<file path="config.mk">
export PLATFORM = sky130hd
export DESIGN_NAME = escalonador_somatorio
export DESIGN_NICKNAME = d
export VERILOG_FILES = /design/src/rtl/escalonador_somatorio_pkg.sv /design/src/rtl/escalonador_somatorio_acumulador.sv /design/src/rtl/escalonador_somatorio.sv
export SDC_FILE = /design/constraint.sdc
export NUM_CORES = 1
export LEC_CHECK = 0
export CORE_MARGIN = 1.5
export CORE_UTILIZATION = 42
export CTS_CLUSTER_DIAMETER = 80
export DETAILED_ROUTE_END_ITERATION = 6
export PLACE_DENSITY = 0.68
export SLEW_MARGIN = 10
export SYNTH_ARGS = -nofsm -noshare
export SYNTH_HDL_FRONTEND = slang
export SYNTH_SLANG_ARGS = --single-unit
</file>
<file path="constraint.sdc">
create_clock -name clk -period 3.15 [get_ports clk]
set_clock_uncertainty 0.2 [all_clocks]
set_input_delay 0.63 -clock clk [delete_from_list [all_inputs] [get_ports clk]]
set_output_delay 0.63 -clock clk [all_outputs]
set_load 0.1 [all_outputs]
</file>
<file path="src/rtl/escalonador_somatorio_pkg.sv">
// Shared types and defaults for the round-robin summation scheduler.
package escalonador_somatorio_pkg;

    typedef enum logic [1:0] {
        IDLE = 2'd0,
        ACC  = 2'd1,
        DONE = 2'd2
    } estado_t;

    localparam int DEF_WIDTH   = 6;
    localparam int DEF_N_TERMS = 3;

endpackage

</file>
<file path="src/rtl/escalonador_somatorio_acumulador.sv">
// Signed accumulator with sticky two's-complement overflow.
module acumulador_somatorio
    import escalonador_somatorio_pkg::*;
#(
    parameter int WIDTH = DEF_WIDTH
) (
    input  logic             clk,
    input  logic             reset,
    input  logic             clr,
    input  logic             en,
    input  logic [WIDTH-1:0] operando,
    output logic [WIDTH-1:0] soma_nx,
    output logic             ovf_nx
);

    logic [WIDTH-1:0] acc;
    logic             ovf;
    logic             add_ovf;

    // soma_nx/ovf_nx include the current operand so the final add can be
    // published on the same edge that commits it.
    always_comb begin
        soma_nx = acc + operando;
        add_ovf = (acc[WIDTH-1] == operando[WIDTH-1]) &&
                  (soma_nx[WIDTH-1] != acc[WIDTH-1]);
        ovf_nx  = ovf | add_ovf;
    end

    always_ff @(posedge clk or posedge reset) begin
        if (reset) begin
            acc <= '0;
            ovf <= 1'b0;
        end else if (clr) begin
            acc <= '0;
            ovf <= 1'b0;
        end else if (en) begin
            acc <= soma_nx;
            ovf <= ovf_nx;
        end
    end

endmodule

</file>
<file path="src/rtl/escalonador_somatorio.sv">
// Round-robin scheduler sharing one signed summation datapath.
module escalonador_somatorio
    import escalonador_somatorio_pkg::*;
#(
    parameter int N_REQ   = 4,
    parameter int WIDTH   = DEF_WIDTH,
    parameter int N_TERMS = DEF_N_TERMS,
    parameter int ID_W    = 2
) (
    input  logic                   clk,
    input  logic                   reset,
    input  logic [N_REQ-1:0]       req,
    input  logic [N_REQ*WIDTH-1:0] valor,
    output logic [N_REQ-1:0]       gnt,
    output logic                   take,
    output logic                   done,
    output logic [ID_W-1:0]        done_id,
    output logic [WIDTH-1:0]       soma,
    output logic                   overflow
);

    localparam int CNT_W = (N_TERMS > 1) ? $clog2(N_TERMS) : 1;
    localparam logic [CNT_W-1:0] ULTIMO = CNT_W'(N_TERMS - 1);

    estado_t          estado;
    logic [ID_W-1:0]  id;
    logic [ID_W-1:0]  ptr;
    logic [ID_W-1:0]  vencedor;
    logic [ID_W-1:0]  cand;
    logic             achou;
    logic [CNT_W-1:0] cnt;
    logic [WIDTH-1:0] lane;
    logic [WIDTH-1:0] soma_nx;
    logic             ovf_nx;

    // First requester after ptr, searching circularly.
    always_comb begin
        vencedor = ptr;
        cand     = ptr;
        achou    = 1'b0;
        for (int i = 1; i <= N_REQ; i++) begin
            cand = ID_W'((int'(ptr) + i) % N_REQ);
            if (!achou && req[cand]) begin
                achou    = 1'b1;
                vencedor = cand;
            end
        end
    end

    always_comb begin
        lane = '0;
        for (int k = 0; k < N_REQ; k++) begin
            if (ID_W'(k) == id) begin
                lane = valor[k*WIDTH +: WIDTH];
            end
        end
    end

    acumulador_somatorio #(
        .WIDTH(WIDTH)
    ) u_acc (
        .clk     (clk),
        .reset   (reset),
        .clr     (estado == IDLE),
        .en      (estado == ACC),
        .operando(lane),
        .soma_nx (soma_nx),
        .ovf_nx  (ovf_nx)
    );

    always_ff @(posedge clk or posedge reset) begin
        if (reset) begin
            estado   <= IDLE;
            id       <= '0;
            ptr      <= ID_W'(N_REQ - 1);
            cnt      <= '0;
            gnt      <= '0;
            take     <= 1'b0;
            done     <= 1'b0;
            done_id  <= '0;
            soma     <= '0;
            overflow <= 1'b0;
        end else begin
            done <= 1'b0;
            unique case (estado)
                IDLE: begin
                    if (achou) begin
                        id     <= vencedor;
                        cnt    <= '0;
                        gnt    <= N_REQ'(1) << vencedor;
                        take   <= 1'b1;
                        estado <= ACC;
                    end
                end
                ACC: begin
                    if (!req[id]) begin
                        gnt    <= '0;
                        take   <= 1'b0;
                        ptr    <= id;
                        estado <= IDLE;
                    end else if (cnt == ULTIMO) begin
                        gnt      <= '0;
                        take     <= 1'b0;
                        done     <= 1'b1;
                        soma     <= soma_nx;
                        overflow <= ovf_nx;
                        done_id  <= id;
                        estado   <= DONE;
                    end else begin
                        cnt <= cnt + 1'b1;
                    end
                end
                DONE: begin
                    ptr    <= id;
                    estado <= IDLE;
                end
                default: estado <= IDLE;
            endcase
        end
    end

endmodule

</file>
==> results of run 1 <==
==> worst max-delay path, delay by kind of cell <==
kind | cells | cell delay [ps]
muxes | 2 | 800
adders and majority gates | 2 | 660
buffers and inverters | 1 | 390
AOI/OAI and AO/OA | 2 | 370
xor gates and xnor gates | 1 | 110
==> sequential cells by signal, summed over array words and instances, names as in the netlist <==
name	cells
u_acc.ovf	1
soma	6
take	1
done_id	2
overflow	1
gnt	4
done	1
ptr	2
u_acc.acc	6
estado	2
id	2
cnt	2
==> logic make-up (layout without fill, tap and decap cells) <==
family	Yosys count	after routing	share of synthesized area [%]
AOI/OAI and AO/OA	36	36	13.7
and+or+nand+nor	52	52	14.5
muxes	13	13	14.3
xor gates and xnor gates	5	5	3.42
DFF	30	30	44.8
buffers and inverters	14	71	3.64
adders and majority gates	7	7	5.65
==> layout by cell type (no fill, tap or decap), drive strengths merged <==
| master | count |
|---|---|
| a211o | 1 |
| a211oi | 3 |
| a21o | 2 |
| a21oi | 6 |
| a221o | 1 |
| a22o | 4 |
| a2bb2oi | 1 |
| a31oi | 1 |
| and2 | 1 |
| buf | 25 |
| clkbuf | 6 |
| clkdlybuf4s50 | 29 |
| clkinv | 1 |
| clkinvlp | 1 |
| dfrtp | 28 |
| dfstp | 2 |
| fa | 1 |
| ha | 6 |
| inv | 9 |
| mux2 | 4 |
| mux2i | 2 |
| mux4 | 7 |
| nand2 | 29 |
| nand2b | 3 |
| nand3 | 4 |
| nor2 | 8 |
| nor2b | 4 |
| nor3 | 1 |
| o211ai | 2 |
| o21ai | 13 |
| o21bai | 1 |
| o22ai | 1 |
| or4 | 1 |
| or4b | 1 |
| xnor2 | 4 |
| xnor3 | 1 |
==> how the worst min path moves through the flow <==
| stage | end | slack [ps] | cells after the start |
|---|---|---|---|
| floorplan | u_acc.acc[0] | 260 | 2 |
| global placement | done_id[0] | 260 | 2 |
| detailed placement | take | 260 | 2 |
| CTS | soma[0] | 280 | 2 |
| global route | soma[2] | 320 | 2 |
| finish | soma[0] | 280 | 2 |
==> timing repair <==
item                       CTS  global route
hold endpoints to repair     0             0
setup endpoints to repair    0             3
resized for setup            0             3
==> routing by layer <==
metal  vias up  wire (µm)  GRT usage [%]
met2        37       1950           34.3
met1       680       1850           25.3
met5         -          0              0
met4         0         54           6.38
li1        671          -              -
met3         7        174           5.96
==> metrics by stage <==
stage               hold WS [ps]  std cells
floorplan                    256        157
global placement             261        254
detailed placement           265        254
CTS                          282        262
global route                 316        262
finish                       277        262
==> cell type report <==
type	instances	area, µm²
repair buffers	54	478
clock inverters	2	12.5
fillers	313	1450
inverters	9	33.8
clock buffers	6	82.6
well taps	48	60.1
multi-input cells	113	877
flip-flops and latches	30	754
==> results.md, run 1 <==
- Status: finished, final reports clean
- Hold Vio Cnt, Final: 0
- Cell Chain, Critical Path: clkdlybuf4s50_1 -> mux4_1 -> ha_1 -> fa_1 -> a21o_1 -> a21oi_1 -> xnor2_1 -> mux2_1
- FF+latch count, synth: 30
- Gr ovfl total: 0
- Clock-pin slew on the worst setup and hold paths: 70 ps
- DIE HEIGHT: ~66 µm
- Clk buf depth: 2
- Netlist cell types: 40
- Hold Buf Count CTS: 0
- Skew-Pair Late Insertion Delay: 280 ps
- DRC marker count from the first detailed-route iteration: 45
- MaxCap Viol Count: 0
- Post-detail-place hpwl: between 3 and 4 mm
- Worst endpoint required time: between 3000 and 4000 ps
- Gr usage total: 20.4%
- Setup CP Type: in -> reg
- CTS H-tree depth: 2
- Post-layout min period: between 3000 and 4000 ps
- First-pass GRT wire length: 6.62 mm
- RR Startpoint: id[0]
- Unrepaired setup endpoints after global routing: false
- Design Area, Final: 2300 µm²
- Main flop type after synthesis: dfrtp_1
- Post-synth top area cell: dfrtp_1
- WP data arrival: 2980 ps
- Post-layout util: 61.4%
- Dpl cell area: between 2000 and 2500 µm²
- Final period utilization: 95.4%
- Seq/Total Area, Yosys: 44.8%
- Final Setup Violations: 0
- Starting density of the core: 45.0%
- Cell row count: 22
- Core region area: 3740 µm²
- Final nets: 250
- Syn Area/Cell: ~11 µm²
- Most common cell in the synthesized netlist: nand2_1
- Initial antenna violation count: 0
- Synth area leaders: dfrtp_1, mux4_1, nand2_1
- Post-Place Setup Slack: -234 ps
- Crit path capture type: flip-flop
- FF-to-FF End: soma[4]
- Worst-Margin Slew: between 400 and 500 ps
- Fmax achieved: between 0.3 and 0.4 GHz
- Gate Count Post-Synth: 157
- Ys Warns: 0
- R2R setup slack: roughly 300 ps
- Final TNS setup: 0 ps
- Hold Startpoint: soma[0]
- FFs w/ async S/R, synth: 100%
- Top-area cell type share of the netlist area: between 40% and 50%
- Vias in the first global route: between 1000 and 1500
- Post-synth top cells: nand2_1, dfrtp_1, o21ai_0
- Slowest Stage Delay on Critical Path: 500 ps
- Syn Std Cell Area: 1680 µm²
- Crit path launch type: primary input
- Final Worst Setup Slack: between 100 and 150 ps
- Final wirelength: 4.03 mm
- TritonRoute pass-1 iters: 4
- IO buf count: 44
- Post-synth EDFFs: 0
- Drc violations: 0
- Vias: roughly 1400
- Clock sink count: 30
- Ant diodes: 0
- Rel. slew slack: 69.9%
- CP endpoint: soma[4]
- Post-route ant nets: 0
- Share of layout cells above drive strength 1: 21.0%
- Die area: 4400 µm²
- Area grow syn2layout: 36.6%
- Pin count of the biggest net entering global routing: 31
- Placer Congestion: 0.826
- CTS Buf Count: 5
- Drt via density: 5.32
- Final Max Slew Viols: 0
- Die extent in x: 66.3 µm
- Setup crit start: valor[6]
- TritonCTS clock tree: done
- Ports: 45
- Routed len/inst: 15.4 µm
- Syn_nets: 194
- # Post-CTS Setup Buffers: 0
- Hold Crit Class: reg -> reg
- Root Buffer: clkbuf_8
- Depth of the worst register-to-register path: 7
- Slowest cell on the critical path: mux4_1
- Critical-path maximum fanout: 3
Power of run 1 is not shown: default switching activity piles up to over one toggle a cycle in this logic, so the estimate is an artifact.
==> run 2, diff against run 1 <==
- CORE_ASPECT_RATIO: not set -> 1.5
==> run 2 against run 1 <==
Flip-flop and latch count unchanged; non-clock buffer count increased by 3; hold slack gained 2.8 ps; design area grew 0.60%; setup slack improved by 3.1 ps; largest cell class unchanged; global-route usage up 1.5 points; register-to-register slack worse by 70 ps.
==> results.md, run 2 (same netlist as run 1, synthesis figures left out) <==
- Area grow syn2layout: 37.4%
- Final Max Slew Viols: 0 (unchanged)
- Dpl cell area: 2210 µm² (+0.86%)
- Final period utilization: 95.3% (-0.099 points)
- Design Area, Final: 2310 µm² (+0.60%)
- Routed len/inst: 16.0 µm (+3.9%)
- Worst endpoint required time: 3120 ps (about the same)
- MaxCap Viol Count: 0 (unchanged)
- TritonRoute pass-1 iters: 4 (unchanged)
- Starting density of the core: 43.3% (-1.7 points)
- Final wirelength: 4.18 mm (+3.9%)
- Clock sink count: 30 (unchanged)
- Hold Crit Class: reg -> reg
- Post-route ant nets: 0 (unchanged)
- Layer with the highest usage: met2
- Post-layout min period: 3000 ps (-3.12 ps)
- Clock-pin slew on the worst setup and hold paths: 60 ps (about the same)
- WP data arrival: 2980 ps (about the same)
- Vias: 1401 (+0.43%)
- Gr usage total: 21.9% (+1.5 points)
- Die extent in x: 54.7 µm (-18%)
- Post-detail-place hpwl: 3.28 mm (+9.0%)
- Drc violations: 0 (unchanged)
- Final TNS setup: 0 ps (unchanged)
- Fmax achieved: 0.333 GHz (+0.10%)
- TritonCTS clock tree: done
- Root Buffer: clkbuf_8
- Status: finished, final reports clean
- Placer Congestion: 0.866 (+4.8%)
- Share of layout cells above drive strength 1: 22.1% (+1.1 points)
- Met3 Resource Use GR: 5.02% (-0.94 points)
- Cell Chain, Critical Path: clkdlybuf4s50_1 -> mux4_2 -> ha_1 -> a211oi_2 -> o21bai_1 -> a21oi_2 -> xnor3_1 -> mux2_2
- Crit path capture type: flip-flop
- Met2 Use GR: 37.6% (+3.4 points)
- CTS H-tree depth: 2 (unchanged)
- DRC marker count from the first detailed-route iteration: 29 (-36%)
- Die area: 4400 µm² (+0.18%)
- Setup CP Type: in -> reg
- Drt via density: 5.35 (+0.43%)
- IO buf count: 44 (unchanged)
- Ports: 45 (unchanged)
- Final Setup Violations: 0 (unchanged)
- Ant diodes: 0 (unchanged)
- Slowest cell on the critical path: mux4_2
- Core region area: 3890 µm² (+3.9%)
- Met1 Use GR: 25.4% (+0.15 points)
- Final nets: 253 (+1.2%)
- First-pass GRT wire length: 6.77 mm (+2.2%)
- Initial antenna violation count: 0 (unchanged)
- Slowest Stage Delay on Critical Path: 510 ps (about the same)
- DIE HEIGHT: 80.5 µm (+21%)
- Hold Vio Cnt, Final: 0 (unchanged)
- Cell row count: 28 (+27%)
- Vias in the first global route: 1422 (+0.85%)
- Clk buf depth: 2 (unchanged)
- Crit path launch type: primary input
- Commonest cells after routing, fill and taps aside: nand2_1, clkdlybuf4s50_1, dfrtp_1, buf_4, o21ai_0
- Pin count of the biggest net entering global routing: 22 (-29%)
- Critical-path maximum fanout: 3 (unchanged)
- Skew-Pair Late Insertion Delay: 290 ps (about the same)
- Rel. slew slack: 46.4% (-24 points)
- Worst-Margin Slew: 803 ps (+352 ps)
- CTS Buf Count: 5 (unchanged)
- Biggest regs: soma x6, u_acc.acc x6, gnt x4
- # Post-CTS Setup Buffers: 0 (unchanged)
- Gr ovfl total: 0 (unchanged)
[run 2: metal layers]
layer	up-vias	share of wire (%)	wire length (µm)
met4	0	1.1	47
met2	23	56	2360
met1	697	40	1660
met5	-	0	0
li1	675	-	-
met3	6	2.8	116
[run 2: area by class of cell]
class                           instances  area [µm²]
Multi-Input combinational cell        113         877
Fill cell                             322        1580
Tap cell                               45        56.3
Clock inverter                          1        5.00
Sequential cell                        30         753
Clock buffer                            7        86.3
Timing Repair Buffer                   57         500
Inverter                                9        33.8
[run 2: per-stage QoR]
| stage | setup WS [ps] | std cells | hold WS, ps | util [%] |
|---|---|---|---|---|
| finish | 148 | 262 | 280 | 59.5 |
| global route | -26.5 | 262 | 320 | 59.5 |
| CTS | 62.5 | 262 | 284 | 59.3 |
| detailed placement | -310 | 254 | 266 | 56.9 |
| global placement | -238 | 254 | 263 | 56.9 |
| floorplan | 174 | 157 | 256 | - |
[run 2: worst max-delay path, delay by kind of cell]
kind / cells / cell delay [ps]
AO/OA/AOI/OAI: 3 / 580
XOR/XNOR: 1 / 250
adder cells (fa/ha/maj): 1 / 320
buffers and inverters: 1 / 420
multiplexers: 2 / 780
[run 2: worst paths after layout]
path,endpoint,slack (ps),startpoint,cells past startpoint
max in group asynchronous,u_acc.acc[1],1550,reset,3
min,soma[1],280,soma[1],2
max reg2reg,u_acc.acc[5],230,id[0],8
max,soma[5],150,valor[19],8
min in group asynchronous,done_id[1],590,reset,2
min reg2reg,soma[1],280,soma[1],2
[run 2: repair_timing]
item / 4_1_cts / 5_1_grt
gates resized for setup: 1 / 3
pin swaps: 0 / 1
setup endpoints to repair: 1 / 4
hold buffers: 0 / 0
Power of run 2 is left out for the same reason.
